<file path="config.mk">
export PLATFORM = sky130hd
export DESIGN_NAME = mac_operand_server_flat
export DESIGN_NICKNAME = d
export VERILOG_FILES = /design/src/rtl/mac_operand_server_pkg.sv /design/src/rtl/mac_operand_server_if.sv /design/src/rtl/mac_operand_server_acc_regfile.sv /design/src/rtl/mac_operand_server.sv /design/src/flat_wrapper.sv
export SDC_FILE = /design/constraint.sdc
export NUM_CORES = 2
export LEC_CHECK = 0
export ABC_AREA = 1
export BUFFER_PORTS_ARGS = -buffer_cell sky130_fd_sc_hd__buf_4
export CORE_MARGIN = 2
export CORE_UTILIZATION = 41
export CTS_CLUSTER_SIZE = 24
export DETAILED_ROUTE_END_ITERATION = 8
export GPL_ROUTABILITY_DRIVEN = 0
export SKIP_CTS_REPAIR_TIMING = 1
export SLEW_MARGIN = 20
export SYNTH_ARGS = -nofsm -noshare
export SYNTH_HDL_FRONTEND = slang
export SYNTH_SLANG_ARGS = --single-unit
</file>
<file path="constraint.sdc">
create_clock -name clk -period 5.7 [get_ports clk]
set_input_delay 0.285 -clock clk [delete_from_list [all_inputs] [get_ports clk]]
set_output_delay 0.285 -clock clk [all_outputs]
set_load 0.1 [all_outputs]
</file>
<file path="src/rtl/mac_operand_server_pkg.sv">
// Shared definitions for the MAC operand server: FSM state encoding and
// default widths. The optional accumulator write-through forward is selected
// by the MAC_ACC_BYPASS_EN macro, which is consumed in mac_acc_regfile.
package mac_pkg;

  localparam int unsigned MAC_ADDR_W    = 12;
  localparam int unsigned MAC_DATA_W    = 32;
  localparam int unsigned MAC_ACC_W     = 5;
  localparam int unsigned MAC_ACC_DEPTH = 1 << MAC_ACC_W;

  typedef enum logic [2:0] {
    S_IDLE,
    S_RD1,
    S_RD2,
    S_CAP,
    S_RESP
  } mac_state_e;

endpackage

</file>
<file path="src/rtl/mac_operand_server_if.sv">
// Request/response bundle between the MAC (master) and the operand server
// (slave): operand request handshake and operand response handshake.
interface mac_operand_server_if
  import mac_pkg::*;
#(
  parameter int unsigned ADDR_WIDTH = MAC_ADDR_W,
  parameter int unsigned DATA_WIDTH = MAC_DATA_W,
  parameter int unsigned ACC_WIDTH  = MAC_ACC_W
);

  logic                  req_valid;
  logic                  req_ready;
  logic [ADDR_WIDTH-1:0] src1_addr;
  logic [ADDR_WIDTH-1:0] src2_addr;
  logic [ACC_WIDTH-1:0]  accumulator_addr;
  logic                  rsp_valid;
  logic                  rsp_ready;
  logic [DATA_WIDTH-1:0] src1_data;
  logic [DATA_WIDTH-1:0] src2_data;
  logic [DATA_WIDTH-1:0] acc_data;

  modport master (
    output req_valid, src1_addr, src2_addr, accumulator_addr, rsp_ready,
    input  req_ready, rsp_valid, src1_data, src2_data, acc_data
  );

  modport slave (
    input  req_valid, src1_addr, src2_addr, accumulator_addr, rsp_ready,
    output req_ready, rsp_valid, src1_data, src2_data, acc_data
  );

endinterface

</file>
<file path="src/rtl/mac_operand_server_acc_regfile.sv">
// Accumulator register file: one synchronous write port, one asynchronous
// read port, synchronous reset clearing every entry.
// MAC_ACC_BYPASS_EN: when defined, a read of the entry being written in the
// same cycle returns the incoming write data; otherwise it returns the
// stored (pre-write) value.
module mac_acc_regfile
  import mac_pkg::*;
#(
  parameter int unsigned DATA_WIDTH = MAC_DATA_W,
  parameter int unsigned ACC_WIDTH  = MAC_ACC_W
) (
  input  logic                  clk,
  input  logic                  rst,
  input  logic                  wr_en,
  input  logic [ACC_WIDTH-1:0]  wr_addr,
  input  logic [DATA_WIDTH-1:0] wr_data,
  input  logic [ACC_WIDTH-1:0]  rd_addr,
  output logic [DATA_WIDTH-1:0] rd_data
);

  localparam int unsigned DEPTH = 1 << ACC_WIDTH;

  logic [DATA_WIDTH-1:0] entries [DEPTH];

  // Storage: reset clears all entries, otherwise honour the write strobe.
  always_ff @(posedge clk) begin
    if (rst) begin
      for (int unsigned i = 0; i < DEPTH; i++) begin
        entries[ACC_WIDTH'(i)] <= '0;
      end
    end else if (wr_en) begin
      entries[wr_addr] <= wr_data;
    end
  end

  // Asynchronous read, optionally forwarding a same-cycle write.
  always_comb begin
`ifdef MAC_ACC_BYPASS_EN
    if (wr_en && (wr_addr == rd_addr)) begin
      rd_data = wr_data;
    end else begin
      rd_data = entries[rd_addr];
    end
`else
    rd_data = entries[rd_addr];
`endif
  end

endmodule

</file>
<file path="src/rtl/mac_operand_server.sv">
// Memory-side operand server for the MAC unit. Accepts a request of two
// memory addresses plus an accumulator index, reads both operands from a
// single-port synchronous memory (one-cycle read latency), reads the
// accumulator file and presents all three values until consumed. Owns the
// accumulator file and accepts writebacks in every state.
// Optional macro MAC_ACC_BYPASS_EN (see mac_acc_regfile) selects write-through
// forwarding when a writeback hits the latched index during S_CAP.
module mac_operand_server
  import mac_pkg::*;
#(
  parameter int unsigned ADDR_WIDTH = MAC_ADDR_W,
  parameter int unsigned DATA_WIDTH = MAC_DATA_W,
  parameter int unsigned ACC_WIDTH  = MAC_ACC_W
) (
  input  logic                  clk,
  input  logic                  rst,
  mac_operand_server_if.slave   bus,
  output logic                  mem_rd_en,
  output logic [ADDR_WIDTH-1:0] mem_rd_addr,
  input  logic [DATA_WIDTH-1:0] mem_rd_data,
  input  logic                  acc_wr_en,
  input  logic [ACC_WIDTH-1:0]  acc_wr_addr,
  input  logic [DATA_WIDTH-1:0] acc_wr_data
);

  mac_state_e state, state_next;

  logic [ADDR_WIDTH-1:0] src1_addr_q;
  logic [ADDR_WIDTH-1:0] src2_addr_q;
  logic [ACC_WIDTH-1:0]  acc_idx_q;
  logic [DATA_WIDTH-1:0] src1_data_q;
  logic [DATA_WIDTH-1:0] src2_data_q;
  logic [DATA_WIDTH-1:0] acc_data_q;
  logic [DATA_WIDTH-1:0] acc_rd_data;
  logic                  req_ready;
  logic                  rsp_valid;

  mac_acc_regfile #(
    .DATA_WIDTH (DATA_WIDTH),
    .ACC_WIDTH  (ACC_WIDTH)
  ) u_acc_regfile (
    .clk     (clk),
    .rst     (rst),
    .wr_en   (acc_wr_en),
    .wr_addr (acc_wr_addr),
    .wr_data (acc_wr_data),
    .rd_addr (acc_idx_q),
    .rd_data (acc_rd_data)
  );

  // State register.
  always_ff @(posedge clk) begin
    if (rst) begin
      state <= S_IDLE;
    end else begin
      state <= state_next;
    end
  end

  // Latch the request addresses on acceptance.
  always_ff @(posedge clk) begin
    if (rst) begin
      src1_addr_q <= '0;
      src2_addr_q <= '0;
      acc_idx_q   <= '0;
    end else if ((state == S_IDLE) && bus.req_valid) begin
      src1_addr_q <= bus.src1_addr;
      src2_addr_q <= bus.src2_addr;
      acc_idx_q   <= bus.accumulator_addr;
    end
  end

  // Capture operand 1 in S_RD2, operand 2 and the accumulator in S_CAP.
  always_ff @(posedge clk) begin
    if (rst) begin
      src1_data_q <= '0;
      src2_data_q <= '0;
      acc_data_q  <= '0;
    end else begin
      if (state == S_RD2) begin
        src1_data_q <= mem_rd_data;
      end
      if (state == S_CAP) begin
        src2_data_q <= mem_rd_data;
        acc_data_q  <= acc_rd_data;
      end
    end
  end

  // Next-state logic plus handshake and memory strobes.
  always_comb begin
    state_next  = state;
    req_ready   = 1'b0;
    rsp_valid   = 1'b0;
    mem_rd_en   = 1'b0;
    mem_rd_addr = src2_addr_q;
    case (state)
      S_IDLE: begin
        req_ready = 1'b1;
        if (bus.req_valid) begin
          state_next = S_RD1;
        end
      end
      S_RD1: begin
        mem_rd_en   = 1'b1;
        mem_rd_addr = src1_addr_q;
        state_next  = S_RD2;
      end
      S_RD2: begin
        mem_rd_en   = 1'b1;
        mem_rd_addr = src2_addr_q;
        state_next  = S_CAP;
      end
      S_CAP: begin
        state_next = S_RESP;
      end
      S_RESP: begin
        rsp_valid = 1'b1;
        if (bus.rsp_ready) begin
          state_next = S_IDLE;
        end
      end
      default: begin
        state_next = S_IDLE;
      end
    endcase
  end

  assign bus.req_ready = req_ready;
  assign bus.rsp_valid = rsp_valid;
  assign bus.src1_data = src1_data_q;
  assign bus.src2_data = src2_data_q;
  assign bus.acc_data  = acc_data_q;

endmodule

</file>
<file path="src/flat_wrapper.sv">
// flat-port wrapper written by rule: the top's interface ports become plain ports
module mac_operand_server_flat import mac_pkg::*;
#(
  parameter int unsigned ADDR_WIDTH = MAC_ADDR_W,
  parameter int unsigned DATA_WIDTH = MAC_DATA_W,
  parameter int unsigned ACC_WIDTH  = MAC_ACC_W
)
  (clk, rst, mem_rd_en, mem_rd_addr, mem_rd_data, acc_wr_en, acc_wr_addr, acc_wr_data, bus_req_valid, bus_src1_addr, bus_src2_addr, bus_accumulator_addr, bus_rsp_ready, bus_req_ready, bus_rsp_valid, bus_src1_data, bus_src2_data, bus_acc_data);
  mac_operand_server_if #(.ADDR_WIDTH(ADDR_WIDTH), .DATA_WIDTH(DATA_WIDTH), .ACC_WIDTH(ACC_WIDTH)) bus_i ();
  input  logic clk;
  input  logic rst;
  output logic mem_rd_en;
  output logic [ADDR_WIDTH-1:0] mem_rd_addr;
  input  logic [DATA_WIDTH-1:0] mem_rd_data;
  input  logic acc_wr_en;
  input  logic [ACC_WIDTH-1:0] acc_wr_addr;
  input  logic [DATA_WIDTH-1:0] acc_wr_data;
  input wire logic [$bits(bus_i.req_valid)-1:0] bus_req_valid;
  input wire logic [$bits(bus_i.src1_addr)-1:0] bus_src1_addr;
  input wire logic [$bits(bus_i.src2_addr)-1:0] bus_src2_addr;
  input wire logic [$bits(bus_i.accumulator_addr)-1:0] bus_accumulator_addr;
  input wire logic [$bits(bus_i.rsp_ready)-1:0] bus_rsp_ready;
  output wire logic [$bits(bus_i.req_ready)-1:0] bus_req_ready;
  output wire logic [$bits(bus_i.rsp_valid)-1:0] bus_rsp_valid;
  output wire logic [$bits(bus_i.src1_data)-1:0] bus_src1_data;
  output wire logic [$bits(bus_i.src2_data)-1:0] bus_src2_data;
  output wire logic [$bits(bus_i.acc_data)-1:0] bus_acc_data;
  assign bus_i.req_valid = bus_req_valid;
  assign bus_i.src1_addr = bus_src1_addr;
  assign bus_i.src2_addr = bus_src2_addr;
  assign bus_i.accumulator_addr = bus_accumulator_addr;
  assign bus_i.rsp_ready = bus_rsp_ready;
  assign bus_req_ready = bus_i.req_ready;
  assign bus_rsp_valid = bus_i.rsp_valid;
  assign bus_src1_data = bus_i.src1_data;
  assign bus_src2_data = bus_i.src2_data;
  assign bus_acc_data = bus_i.acc_data;
  mac_operand_server #(.ADDR_WIDTH(ADDR_WIDTH), .DATA_WIDTH(DATA_WIDTH), .ACC_WIDTH(ACC_WIDTH)) u_core (.clk(clk), .rst(rst), .bus(bus_i), .mem_rd_en(mem_rd_en), .mem_rd_addr(mem_rd_addr), .mem_rd_data(mem_rd_data), .acc_wr_en(acc_wr_en), .acc_wr_addr(acc_wr_addr), .acc_wr_data(acc_wr_data));
endmodule
</file>
Word level (Yosys, flattened, before mapping)
Memory sizes are Yosys's and may differ from the RTL's. A register that Yosys moved wholly into a read port is not among the register bits.
Cells that the tools add are included.
{"block": "classes", "eq_ne": 6, "muxes": 15, "n_reduce_logical": 5}
{"operator": "$mux W32", "n": 1}
{"operator": "$reduce_or A32 Y1", "n": 1}
{"operator": "$pmux W3 S5", "n": 1}
{"operator": "$mux W12", "n": 1}
{"operator": "$mux W1", "n": 9}
{"operator": "$eq A3 B2 Y1 const B", "n": 2}
{"operator": "$mux W3", "n": 2}
{"operator": "$mux W5", "n": 1}
{"operator": "$ne A2 B2 Y1 const B", "n": 2}
{"operator": "$eq A3 B1 Y1 const B", "n": 1}
{"operator": "$eq A3 B3 Y1 const B", "n": 1}
{"operator": "$logic_not A3 Y1", "n": 1}
{"operator": "$reduce_and A2 Y1", "n": 1}
{"operator": "$reduce_or A2 Y1", "n": 1}
{"operator": "$logic_and A1 B1 Y1", "n": 1}
{"block": "totals", "ff_bits": 96, "mem_bits_rw": 1024, "in_bits": 103, "output_inout_bits": 111, "wordCells": 33, "n_memories": 1}
{"memory": "u_core.u_acc_regfile.entries", "depth": 32, "word_bits": 32, "rd": 1, "rd_ports_with_merged_regs": 1, "wr": 32, "line": "mac_operand_server_acc_regfile.sv:23", "source": "logic [DATA_WIDTH-1:0] entries [DEPTH];"}

Longest topological paths before layout
{"block": "depth", "ltp_word": 5, "mapped_depth": 12}

Modules after synthesis
From an unflattened synthesis, not the netlist that was laid out.
{"block": "hier_totals", "hier_cells": 5499, "hier_area_um2": 51665.8}
{"module": "mac_acc_regfile", "n_inst": 1, "cells_per_inst": 4789, "area_each_um2": 46659.8}
{"module": "mac_operand_server", "n_inst": 1, "cells_per_inst": 710, "area_each_um2": 5006.1}

Worst setup path before layout
OpenSTA, ideal clock, no wires.
{"block": "synth_path", "path_type": "reg2out", "start": "reg u_core.state[1]", "end": "out mem_rd_addr[0]", "arrival_ps": 2946, "required_ps": 5415, "slack_ps": 2469, "path_stages_with_launch": 5, "path_buffers": 1, "path_cell_list": "dfxtp_1 > inv_1 > nand3_1 > clkbuf_1 > o21ai_0"}
{"block": "synth_via", "elab_chain_cells": 2}
{"item": "from (decl)", "line": "mac_operand_server.sv:26", "source": "mac_state_e state, state_next;"}
{"item": "from (signal assigned)", "line": "mac_operand_server.sv:56", "source": "state <= state_next;"}
{"item": "$eq A3 B1 Y1", "line": "mac_operand_server.sv:97", "source": "case (state)"}
{"item": "$mux W12", "line": "mac_operand_server.sv:97"}
{"item": "to (decl)", "line": "flat_wrapper.sv:13", "source": "output logic [ADDR_WIDTH-1:0] mem_rd_addr;"}
No other way between the ends.

==> results.md <==
- Crit path capture type: flip-flop
- Power per cell area: about 350 mW/mm²
- Tcrit/Tclk final: roughly 64%
- Vias/cell: between 5 and 6
- Max Clock Freq: 275.8 MHz
- Post-Syn Instances: ~5300
- RR Endpoint: u_core.bus.acc_data[11]
- Routed wire length per instance: about 23 µm
- Tightest Pin Transition: between 1000 and 1500 ps
- LEAKAGE: 22.80 nW
- Min Clock Period, post-route: 3626 ps
- Worst reg-to-reg setup slack: between 2000 and 2500 ps
- Die height: 354.9 µm
- Netlist Area Pre-Place: 0.05047 mm²
- Register area: between 0.03 and 0.04 mm²
- Share of cells above drive strength 1: roughly a tenth
- DRT iter0 DRCs: ~4800
- Top FF cell, synth: edfxtp_1
- Result of the run: finished, final reports clean
- Worst-path fanout max: 55
- Syn_area_per_cell: ~9.6 µm²
- Min-delay worst type: in2reg
- Yosys warning total: 0
- Pin count of the biggest net entering global routing: ~170
- Overflow after GRT: 0
- Global-route wire length before repair: around 230000 µm
- DRT Wirelength: 159600 µm
- H-Tree Depth: 3
- Drt pass-1 iters: 6
- Dpl cells: between 6000 and 7000
- CTS tree: built
- Remaining DRCs: 0
- Clock latency at the later pin of the worst-skew pair: ~710 ps
- Via count: 38650
- Setup_tns: 0 ps
- Clock sinks: ~1200
- HPWL after DPL: ~94000 µm
- Final count of hold timing violations: 0
- Worst Path Required: approximately 6000 ps
- R2r worst-path depth: 9
- Vias in the first global route: between 30000 and 40000
- Clock slew at reported path FFs: 60 ps
- Gr usage total: 24.74%
- I/O Pins: 214
- Post-synth cell types: 18
- Initial antenna violation count: 4
- Top cell type's share of synthesized area: around three fifths
- Slew Viols, Final: 0
- Worst vdd ir: between 200 and 300 µV
- WP data arrival: around 4000 ps
- Syn-to-layout area delta: 13.99%
- Yosys reg bits: 1152
- Post-synthesis sequential area ratio: about 66%
- Die Wd: around 350 µm
- Port buffer count: around 210
- Post-synthesis async set-or-reset flop share: 0%
- Rows: approximately 130
- Largest cells by area after synthesis: edfxtp_1, nand2_1, nor2_1
- Clock Skew: 25.45 ps
- # nets final: 5458
- Area of the multi-input gates: between 0.01 and 0.015 mm²
- Synth cell count leaders: nand2_1, nor2_1, edfxtp_1
- Non-Filler Instances: ~7000
- Core area: 0.1220 mm²
- Syn_nets: 5381
- Inserted Clock Buffers: ~120
- DRT antenna net count: 0
- CP startpoint kind: input pin
- Post-synth EDFFs: between 1000 and 1500
- Final setup viols: 0
- Cell taking the most area after synthesis: edfxtp_1
- Max_slew headroom: 28.74%
- Min Hold Slack: around 0.4 ps
- Dominant cell by count in the synthesized netlist: nand2_1
- Antenna cells: 0
- Clk buf depth: 3
- Hold path depth: 3
- Starting Density: about two fifths
- Hold Startpoint: bus_req_valid
- MaxCap Viol Count: 0
- Root buffer cell: clkbuf_16
- CP Class: in2reg
- RSZ-0062 raised after global routing: no
- Worst Hold End: u_core.state[0]
- FF-to-FF Start: u_core.acc_idx_q[1]
- Fillers: 11390
- Die area: 0.1259 mm²
area by class of cell:
cell class / count / share of cell area, %
inverters: 62 / 0.4437
well taps: 1625 / 3.534
clock buffers: 146 / 5.515
clock inverters: 71 / 0.6960
repair buffers: 414 / 5.916
multi-input cells: 3608 / 25.97
flip-flops and latches: 1152 / 57.93
sequential cells by signal (all words and copies together), names as in the netlist:
register	cells
u_core.state	3
u_core.src2_addr_q	12
u_core.acc_idx_q	5
u_core.bus.acc_data	32
u_core.bus.src2_data	32
u_core.bus.src1_data	32
u_core.u_acc_regfile.entries	1024
u_core.src1_addr_q	12
cell families (layout without fill, tap and decap cells):
family	after synthesis	in the layout	synth area share (%)
AO/OA/AOI/OAI	189	189	1.879
buffers and inverters	518	693	4.462
flip-flops	1152	1152	66.00
AND/OR/NAND/NOR	3419	3419	27.66
where the power goes:
part	leakage (nW)	switching [mW]	internal, mW
Clock	1.77	3.28	4.01
Combinational	10.2	2.21	0.670
Sequential	10.8	0.176	9.63
routing by layer:
| metal | routed length, µm | vias up | GRT usage [%] |
|---|---|---|---|
| met2 | 74570 | 1826 | 39.57 |
| met3 | 14310 | 302 | 4.087 |
| met4 | 5942 | 4 | 9.441 |
| li1 | - | 17740 | - |
| met1 | 64800 | 18790 | 33.89 |
| met5 | 27 | - | 0 |
worst max-delay path, stage by stage:
cell and delay (ps):
dlygate4sd3_1 550, buf_4 210, inv_4 380, nand2_1 420
nor3_4 730, nand2_1 120, buf_4 280, nand2_1 570
buf_4 390
metrics by stage:
| stage | area [µm²] | utilization (%) | setup slack (ps) | total power, mW |
|---|---|---|---|---|
| detailed placement | 53220 | 43.61 | 1980 | 12.78 |
| global route | 57530 | 47.14 | 1960 | 20.60 |
| global placement | 53220 | 43.61 | 1999 | 12.75 |
| floorplan | 50470 | - | 2469 | 11.68 |
| CTS | 56800 | 46.54 | 2639 | 19.96 |
| finish | 57530 | 47.14 | 2074 | 19.97 |
cell usage in the layout, fill, tap and decap left out, types with 5 or more instances in the layout:
| cell | count |
|---|---|
| a21oi_1 | 63 |
| buf_12 | 9 |
| buf_4 | 332 |
| clkbuf_1 | 21 |
| clkbuf_16 | 122 |
| clkinv_1 | 33 |
| clkinv_2 | 32 |
| dfxtp_1 | 124 |
| dlygate4sd3_1 | 73 |
| edfxtp_1 | 1024 |
| inv_1 | 55 |
| nand2_1 | 1394 |
| nand2_2 | 10 |
| nand3_1 | 845 |
| nor2_1 | 1155 |
| nor3_1 | 9 |
| nor3_4 | 5 |
| o21ai_0 | 125 |
worst max path at each step:
| stage | start | to | cells past startpoint |
|---|---|---|---|
| finish | rst | u_core.u_acc_regfile.entries[3][5] | 9 |
| CTS | u_core.acc_idx_q[0] | u_core.bus.acc_data[14] | 10 |
| global route | rst | u_core.u_acc_regfile.entries[3][5] | 9 |
| floorplan | u_core.state[1] | mem_rd_addr[0] | 4 |
| global placement | rst | u_core.u_acc_regfile.entries[3][3] | 8 |
| detailed placement | rst | u_core.u_acc_regfile.entries[3][2] | 8 |
Note: power is estimated with default switching activity, not from simulation.
